`config.mk`:
```
export PLATFORM = sky130hd
export DESIGN_NAME = disp_scan
export DESIGN_NICKNAME = d
export VERILOG_FILES = /design/src/rtl/disp_pkg.sv /design/src/rtl/bin2bcd.sv /design/src/rtl/disp_scan.sv
export SDC_FILE = /design/constraint.sdc
export NUM_CORES = 1
export LEC_CHECK = 0
export BUFFER_PORTS_ARGS = -buffer_cell sky130_fd_sc_hd__clkbuf_2
export CAP_MARGIN = 10
export CORE_UTILIZATION = 30
export CTS_BUF_LIST = sky130_fd_sc_hd__clkbuf_8
export CTS_CLUSTER_SIZE = 20
export DETAILED_ROUTE_END_ITERATION = 6
export MAX_ROUTING_LAYER = met4
export PLACE_DENSITY = 0.54
export SLEW_MARGIN = 10
export SYNTH_ARGS = -nofsm -noshare
export SYNTH_HDL_FRONTEND = slang
export SYNTH_SLANG_ARGS = --single-unit
```
`constraint.sdc`:
```
create_clock -name clk -period 3.16 [get_ports clk]
set_clock_uncertainty 0.1 [all_clocks]
set_input_delay 0.948 -clock clk [delete_from_list [all_inputs] [get_ports clk]]
set_output_delay 0.948 -clock clk [all_outputs]
set_load 0.1 [all_outputs]
```
`src/rtl/disp_pkg.sv`:
```
// Shared constants and types for the multiplexed 7-segment display scanner.
// Latency: n/a (declarations only).
// Backpressure: n/a.
package disp_pkg;

  localparam int NDIG = 4;

  // Digit codes understood by the downstream 7-segment decoder.
  localparam logic [3:0] DIG_MINUS = 4'd10;
  localparam logic [3:0] DIG_BLANK = 4'd15;

  // Double-dabble iteration count equals the input width.
  localparam int VAL_W    = 14;
  localparam int BCD_ITER = VAL_W;

  // Most negative value that still fits "-999" on four digits. The upper
  // bound 9999 exceeds the 14-bit signed range, so it never needs a check.
  localparam logic signed [VAL_W-1:0] VAL_MIN = -14'sd999;

  typedef enum logic [1:0] {
    IDLE   = 2'd0,
    CONV   = 2'd1,
    COMMIT = 2'd2
  } state_t;

  // Double-dabble correction: a nibble of 5 or more gets 3 added before the shift.
  function automatic logic [3:0] add3(input logic [3:0] n);
    return (n >= 4'd5) ? (n + 4'd3) : n;
  endfunction

endpackage

```
`src/rtl/bin2bcd.sv`:
```
// Sequential 14-bit binary to 4-digit BCD converter (shift-add-3).
// Latency: start at edge N, one iteration per edge N+1..N+14; o_done marks the final iteration cycle.
// Backpressure: none; a new start restarts the conversion unconditionally.
// Ports: i_clk/i_reset (async, active-high), i_start + i_bin (load operand),
//        o_done (high during the cycle whose closing edge performs the last shift),
//        o_bcd (four BCD nibbles, digit 0 in bits [3:0]).
module bin2bcd (
  input  logic        i_clk,
  input  logic        i_reset,
  input  logic        i_start,
  input  logic [13:0] i_bin,
  output logic        o_done,
  output logic [15:0] o_bcd
);
  import disp_pkg::*;

  // {bcd[15:0], bin[13:0]} shifted left as one register.
  logic [29:0] r_shift;
  logic [3:0]  r_cnt;
  logic        r_busy;
  logic [29:0] w_adj;

  always_comb begin
    w_adj = r_shift;
    for (int i = 0; i < 4; i++) begin
      w_adj[14 + 4*i +: 4] = add3(r_shift[14 + 4*i +: 4]);
    end
  end

  always_ff @(posedge i_clk or posedge i_reset) begin
    if (i_reset) begin
      r_shift <= '0;
      r_cnt   <= '0;
      r_busy  <= 1'b0;
    end else if (i_start) begin
      r_shift <= {16'd0, i_bin};
      r_cnt   <= '0;
      r_busy  <= 1'b1;
    end else if (r_busy) begin
      r_shift <= {w_adj[28:0], 1'b0};
      r_cnt   <= r_cnt + 4'd1;
      if (r_cnt == 4'(BCD_ITER - 1)) begin
        r_busy <= 1'b0;
      end
    end
  end

  // Asserted one cycle early so the caller can schedule its commit on the
  // edge right after the last shift lands.
  assign o_done = r_busy && (r_cnt == 4'(BCD_ITER - 1));
  assign o_bcd  = r_shift[29:14];

endmodule

```
`src/rtl/disp_scan.sv`:
```
// Signed 14-bit value to 4-digit multiplexed 7-segment display scanner.
// Latency: load at edge N, busy for 15 cycles, display registers updated at edge N+15.
// Backpressure: load is ignored while busy; scanning never stalls.
// Ports: clk, reset (async, active-high); value/dp_en/dp_pos/load capture request;
//        busy; num/decimal/digit_en registered drive to the digit decoder and commons.
module disp_scan #(
  parameter int SCAN_DIV = 50000,
  parameter int NDIG     = 4
) (
  input  logic        clk,
  input  logic        reset,
  input  logic [13:0] value,
  input  logic        dp_en,
  input  logic [1:0]  dp_pos,
  input  logic        load,
  output logic        busy,
  output logic [3:0]  num,
  output logic        decimal,
  output logic [3:0]  digit_en
);
  import disp_pkg::*;

  localparam int              CNT_W    = (SCAN_DIV > 1) ? $clog2(SCAN_DIV) : 1;
  localparam logic [CNT_W-1:0] CNT_LAST = CNT_W'(SCAN_DIV - 1);

  state_t r_state;
  state_t w_state_next;
  logic   w_start;
  logic   w_commit;

  // Request captured at load
  logic       r_dp_en;
  logic [1:0] r_dp_pos;
  logic       r_neg;
  logic       r_oor;

  logic [13:0]     w_mag;
  logic            w_oor;
  logic            w_bcd_done;
  logic [3:0][3:0] w_bcd;

  logic [2:0]      w_width;
  logic            w_show_dash;
  logic [3:0][3:0] w_new_disp;
  logic [3:0][3:0] w_disp_next;
  logic [3:0][3:0] r_disp;

  logic [CNT_W-1:0] r_scan_cnt;
  logic [1:0]       r_idx;
  logic [1:0]       w_idx_next;
  logic             w_tick;

  // ---------------- FSM: state register ----------------
  always_ff @(posedge clk or posedge reset) begin
    if (reset) begin
      r_state <= IDLE;
    end else begin
      r_state <= w_state_next;
    end
  end

  // ---------------- FSM: next state ----------------
  always_comb begin
    w_state_next = r_state;
    case (r_state)
      IDLE:    if (load) w_state_next = CONV;
      CONV:    if (w_bcd_done) w_state_next = COMMIT;
      COMMIT:  w_state_next = IDLE;
      default: w_state_next = IDLE;
    endcase
  end

  // ---------------- FSM: outputs ----------------
  always_comb begin
    busy     = (r_state != IDLE);
    w_start  = (r_state == IDLE) && load;
    w_commit = (r_state == COMMIT);
  end

  // ---------------- Capture ----------------
  // Magnitude stays 14 bits: -8192 maps to 14'h2000 without overflow.
  assign w_mag = value[13] ? (~value + 14'd1) : value;
  assign w_oor = ($signed(value) < VAL_MIN);

  always_ff @(posedge clk or posedge reset) begin
    if (reset) begin
      r_dp_en  <= 1'b0;
      r_dp_pos <= 2'd0;
      r_neg    <= 1'b0;
      r_oor    <= 1'b0;
    end else if (w_start) begin
      r_dp_en  <= dp_en;
      r_dp_pos <= dp_pos;
      r_neg    <= value[13];
      r_oor    <= w_oor;
    end
  end

  bin2bcd u_bin2bcd (
    .i_clk   (clk),
    .i_reset (reset),
    .i_start (w_start),
    .i_bin   (w_mag),
    .o_done  (w_bcd_done),
    .o_bcd   (w_bcd)
  );

  // ---------------- Digit composition ----------------
  // w_width = number of digits shown (leading-zero blanking), widened so
  // the decimal point always has a digit to its left down to digit 0.
  // A negative number whose digits fill all four slots leaves nowhere for
  // the minus sign, so it is shown as dashes like any other overflow.
  always_comb begin
    w_width = 3'd1;
    if (w_bcd[1] != 4'd0) w_width = 3'd2;
    if (w_bcd[2] != 4'd0) w_width = 3'd3;
    if (w_bcd[3] != 4'd0) w_width = 3'd4;
    if (r_dp_en && (({1'b0, r_dp_pos} + 3'd1) > w_width)) begin
      w_width = {1'b0, r_dp_pos} + 3'd1;
    end
    w_show_dash = r_oor || (r_neg && (w_width == 3'd4));

    w_new_disp = {4{DIG_BLANK}};
    for (int i = 0; i < 4; i++) begin
      if (w_show_dash) begin
        w_new_disp[i] = DIG_MINUS;
      end else if (3'(i) < w_width) begin
        w_new_disp[i] = w_bcd[i];
      end else if (r_neg && (3'(i) == w_width)) begin
        w_new_disp[i] = DIG_MINUS;
      end else begin
        w_new_disp[i] = DIG_BLANK;
      end
    end
  end

  // The output stage reads the post-commit register image so a commit on a
  // scan tick never shows the old digit at the new index.
  assign w_disp_next = w_commit ? w_new_disp : r_disp;

  // ---------------- Scan ----------------
  assign w_tick = (r_scan_cnt == CNT_LAST);

  always_comb begin
    w_idx_next = r_idx;
    if (w_tick) begin
      w_idx_next = (r_idx == 2'(NDIG - 1)) ? 2'd0 : (r_idx + 2'd1);
    end
  end

  always_ff @(posedge clk or posedge reset) begin
    if (reset) begin
      r_scan_cnt <= '0;
      r_idx      <= 2'd0;
      r_disp     <= {4{DIG_BLANK}};
      num        <= DIG_BLANK;
      digit_en   <= 4'b0001;
      decimal    <= 1'b0;
    end else begin
      r_scan_cnt <= w_tick ? '0 : (r_scan_cnt + 1'b1);
      r_idx      <= w_idx_next;
      r_disp     <= w_disp_next;
      num        <= w_disp_next[w_idx_next];
      digit_en   <= 4'b0001 << w_idx_next;
      decimal    <= r_dp_en && (r_dp_pos == w_idx_next);
    end
  end

endmodule

```
==> qor.csv <==
metric,value,unit
"reg-to-reg slack, setup",-0.10,ns
WHS Endpoint,r_scan_cnt[0],
MaxCap Viol Count,0,
sequential element share of the synthesized area,46.2,%
post-route minimum period,3.26,ns
all-layer global routing usage,14.9,%
Critical path buffers and inverters,1,
Skew-Pair Late Insertion Delay,0.38,ns
Vias,3742,
ANT cells,0,
first-pass GRT wire length,18300,um
Tcrit/Tclk final,103,%
arrival time of the worst setup path,3.48,ns
Worst path depth,13,
"top cells by count, synth","dfrtp_1, nand2_1, nor2_1",
I/O Pins,30,
final setup margin,-0.102,ns
Lkg Pwr,2.54,nW
Avg Inst Size Synth,9.60,sq um
# port buffers,29,
initial core utilization,30.6,%
clock sinks,85,
Worst VDD drop,0.282,mV
CP max stage cell,dfrtp_1,
R2R depth,13,
Worst Max-Slew Pin Slew,0.770,ns
Post-DRT Antenna Nets,0,
critical setup path kind,register to register,
Syn Inst Count,485,
die width,127,um
CP startpoint kind,register,
CTS Hold Bufs,0,
CTS tree,done,
global placement routability congestion,0.894,
area delta synth->final,21.4,%
full die area,16000,sq um
most frequent cell after synthesis,dfrtp_1,
"Cell Area, Synth",4660,sq um
Die H,127,um
Overflow after GRT,0,
CTS Root Cell,clkbuf_8,
failing checks,setup timing,
Core ar.,15200,sq um
worst reg2reg startpoint,u_bin2bcd.r_shift[23],
Min-Delay Path Depth,1,
Nets,594,
Pins Over Slew Limit,0,
slew margin rel.,48.6,%
Hold Path Class,register to register,
dpl ws,-0.131,ns
WP data required,3.38,ns
PD cells,893,nW/um^2
layout cells sized above 1,26.6,%
drt drc,0,
hpwl dp,7670,um
Final Hold Viols,0,
routed wire length,10400,um
CP top delay family,compound AO/OA/AOI/OAI gates,
Setup crit end kind,register,
Fmax achieved,0.307,GHz
RSZ-0062 raised after global routing,yes,
total CTS buffers,9,
flop and latch count out of synthesis,85,
H-tree depth,3,
Critical Path Max Stage Delay,0.39,ns
First DRT Iteration DRCs,207,
DR pass1 iterations,4,
CTS Buffer Depth,2,
largest fanout on the critical path,4,
DP Cell Count,731,
Final Non-Filler Cells,751,
Worst Min Path Start,r_scan_cnt[0],
post-synth top area share,34.4,%
syn_nets,521,
outcome,finished with violations,
Post-synth EDFFs,0,
Final Setup Violations,4,
DR WL/cell,13.8,um
main flop type after synthesis,dfrtp_1,
initial antenna violation count,0,
number of cell rows,45,
R2R Path End,num[2],
CP cell instances,"inv_2, ha_4, or3b_4, o21ai_4, ha_4, o21a_1, o21a_1, a21oi_2, o22ai_1, o32a_1, a221o_1, a31oi_1, a32o_2",
DR vias/cell,4.98,
ys async rst share,100,%
"top cells by area, synth","dfrtp_1, dfstp_2, mux2i_1",
leading area contributor after synthesis,dfrtp_1,
Synth warnings,0,
"Distinct cells, synth",63,
largest net degree at the start of global routing,41,
vias in the first global route,3773,
clk slew on worst S/H paths,0.10,ns
[sequential cells by signal, indices dropped and copies added, names as in the netlist, 2 cells and up]
signal             cells
u_bin2bcd.r_shift     30
digit_en               4
r_scan_cnt            16
r_dp_pos               2
r_idx                  2
u_bin2bcd.r_cnt        4
num                    4
r_state                2
r_disp                16
[per-layer routing]
| metal | track usage [%] | routed length, um | vias to the layer above |
|---|---|---|---|
| met3 | 3.46 | 344 | 13 |
| met2 | 23.5 | 4770 | 51 |
| met5 | - | 0 | - |
| met1 | 18.6 | 5050 | 1836 |
| met4 | 5.88 | 217 | 0 |
| li1 | - | - | 1842 |
[stage by stage]
stage | TNS, ns | area [sq um] | total power, mW | util [%] | hold WS, ns
global route | -1.00 | 5650 | 5.49 | 37.2 | 0.387
detailed placement | -0.326 | 5380 | 4.23 | 35.4 | 0.343
CTS | -0.174 | 5610 | 5.04 | 36.9 | 0.357
global placement | -0.126 | 5380 | 4.15 | 35.4 | 0.337
finish | -0.252 | 5650 | 5.05 | 37.2 | 0.352
floorplan | -0.277 | 4710 | 3.41 | - | 0.325
[worst max-delay path by stage]
stage,slack [ns],end,from
2_1_floorplan,-0.12,num[0],u_bin2bcd.r_shift[23]
3_3_place_gp,-0.05,num[0],u_bin2bcd.r_shift[19]
3_5_place_dp,-0.13,num[2],u_bin2bcd.r_shift[19]
4_1_cts,-0.08,num[2],u_bin2bcd.r_shift[22]
5_1_grt,-0.22,num[2],u_bin2bcd.r_shift[22]
6_report,-0.10,num[2],u_bin2bcd.r_shift[23]
[cells in the final DEF (no fill, tap or decap), drive strengths merged, types with 23 or more instances in the layout]
cell	count
dfrtp	64
inv	24
mux2i	23
o21ai	34
nand2	58
xnor2	23
clkbuf	38
buf	52
nor2	51
[report_power, final]
part	internal [mW]	switching (mW)
combinational	1.18	1.47
clock	0.291	0.423
sequential	1.45	0.235
total	2.92	2.13
[area by class of cell]
cell class,instances,area (sq um)
fillers,1533,9550
inverters,22,86.3
well taps,188,235
flip-flops and latches,85,2150
repair buffers,81,552
multi-input cells,359,2450
clock inverters,7,51.3
clock buffers,9,124
[logic make-up (layout without fill, tap and decap cells)]
family | after synthesis | in the layout | share of synthesized area [%]
and+or+nand+nor | 179 | 179 | 18.3
muxes | 28 | 28 | 6.23
buffers and inverters | 41 | 119 | 3.73
DFF | 85 | 85 | 46.2
xor gates and xnor gates | 33 | 33 | 6.21
adders and majority gates | 16 | 16 | 4.30
AOI/OAI and AO/OA | 103 | 103 | 15.0
[what timing repair did]
item | in CTS | in global routing
endpoints found under the hold margin | 0 | 0
pin swaps | 10 | 2
endpoints found under the setup margin | 4 | 13
gates resized for setup | 6 | 7
buffers inserted | 2 | 2
(Power assumes the default switching activity.)
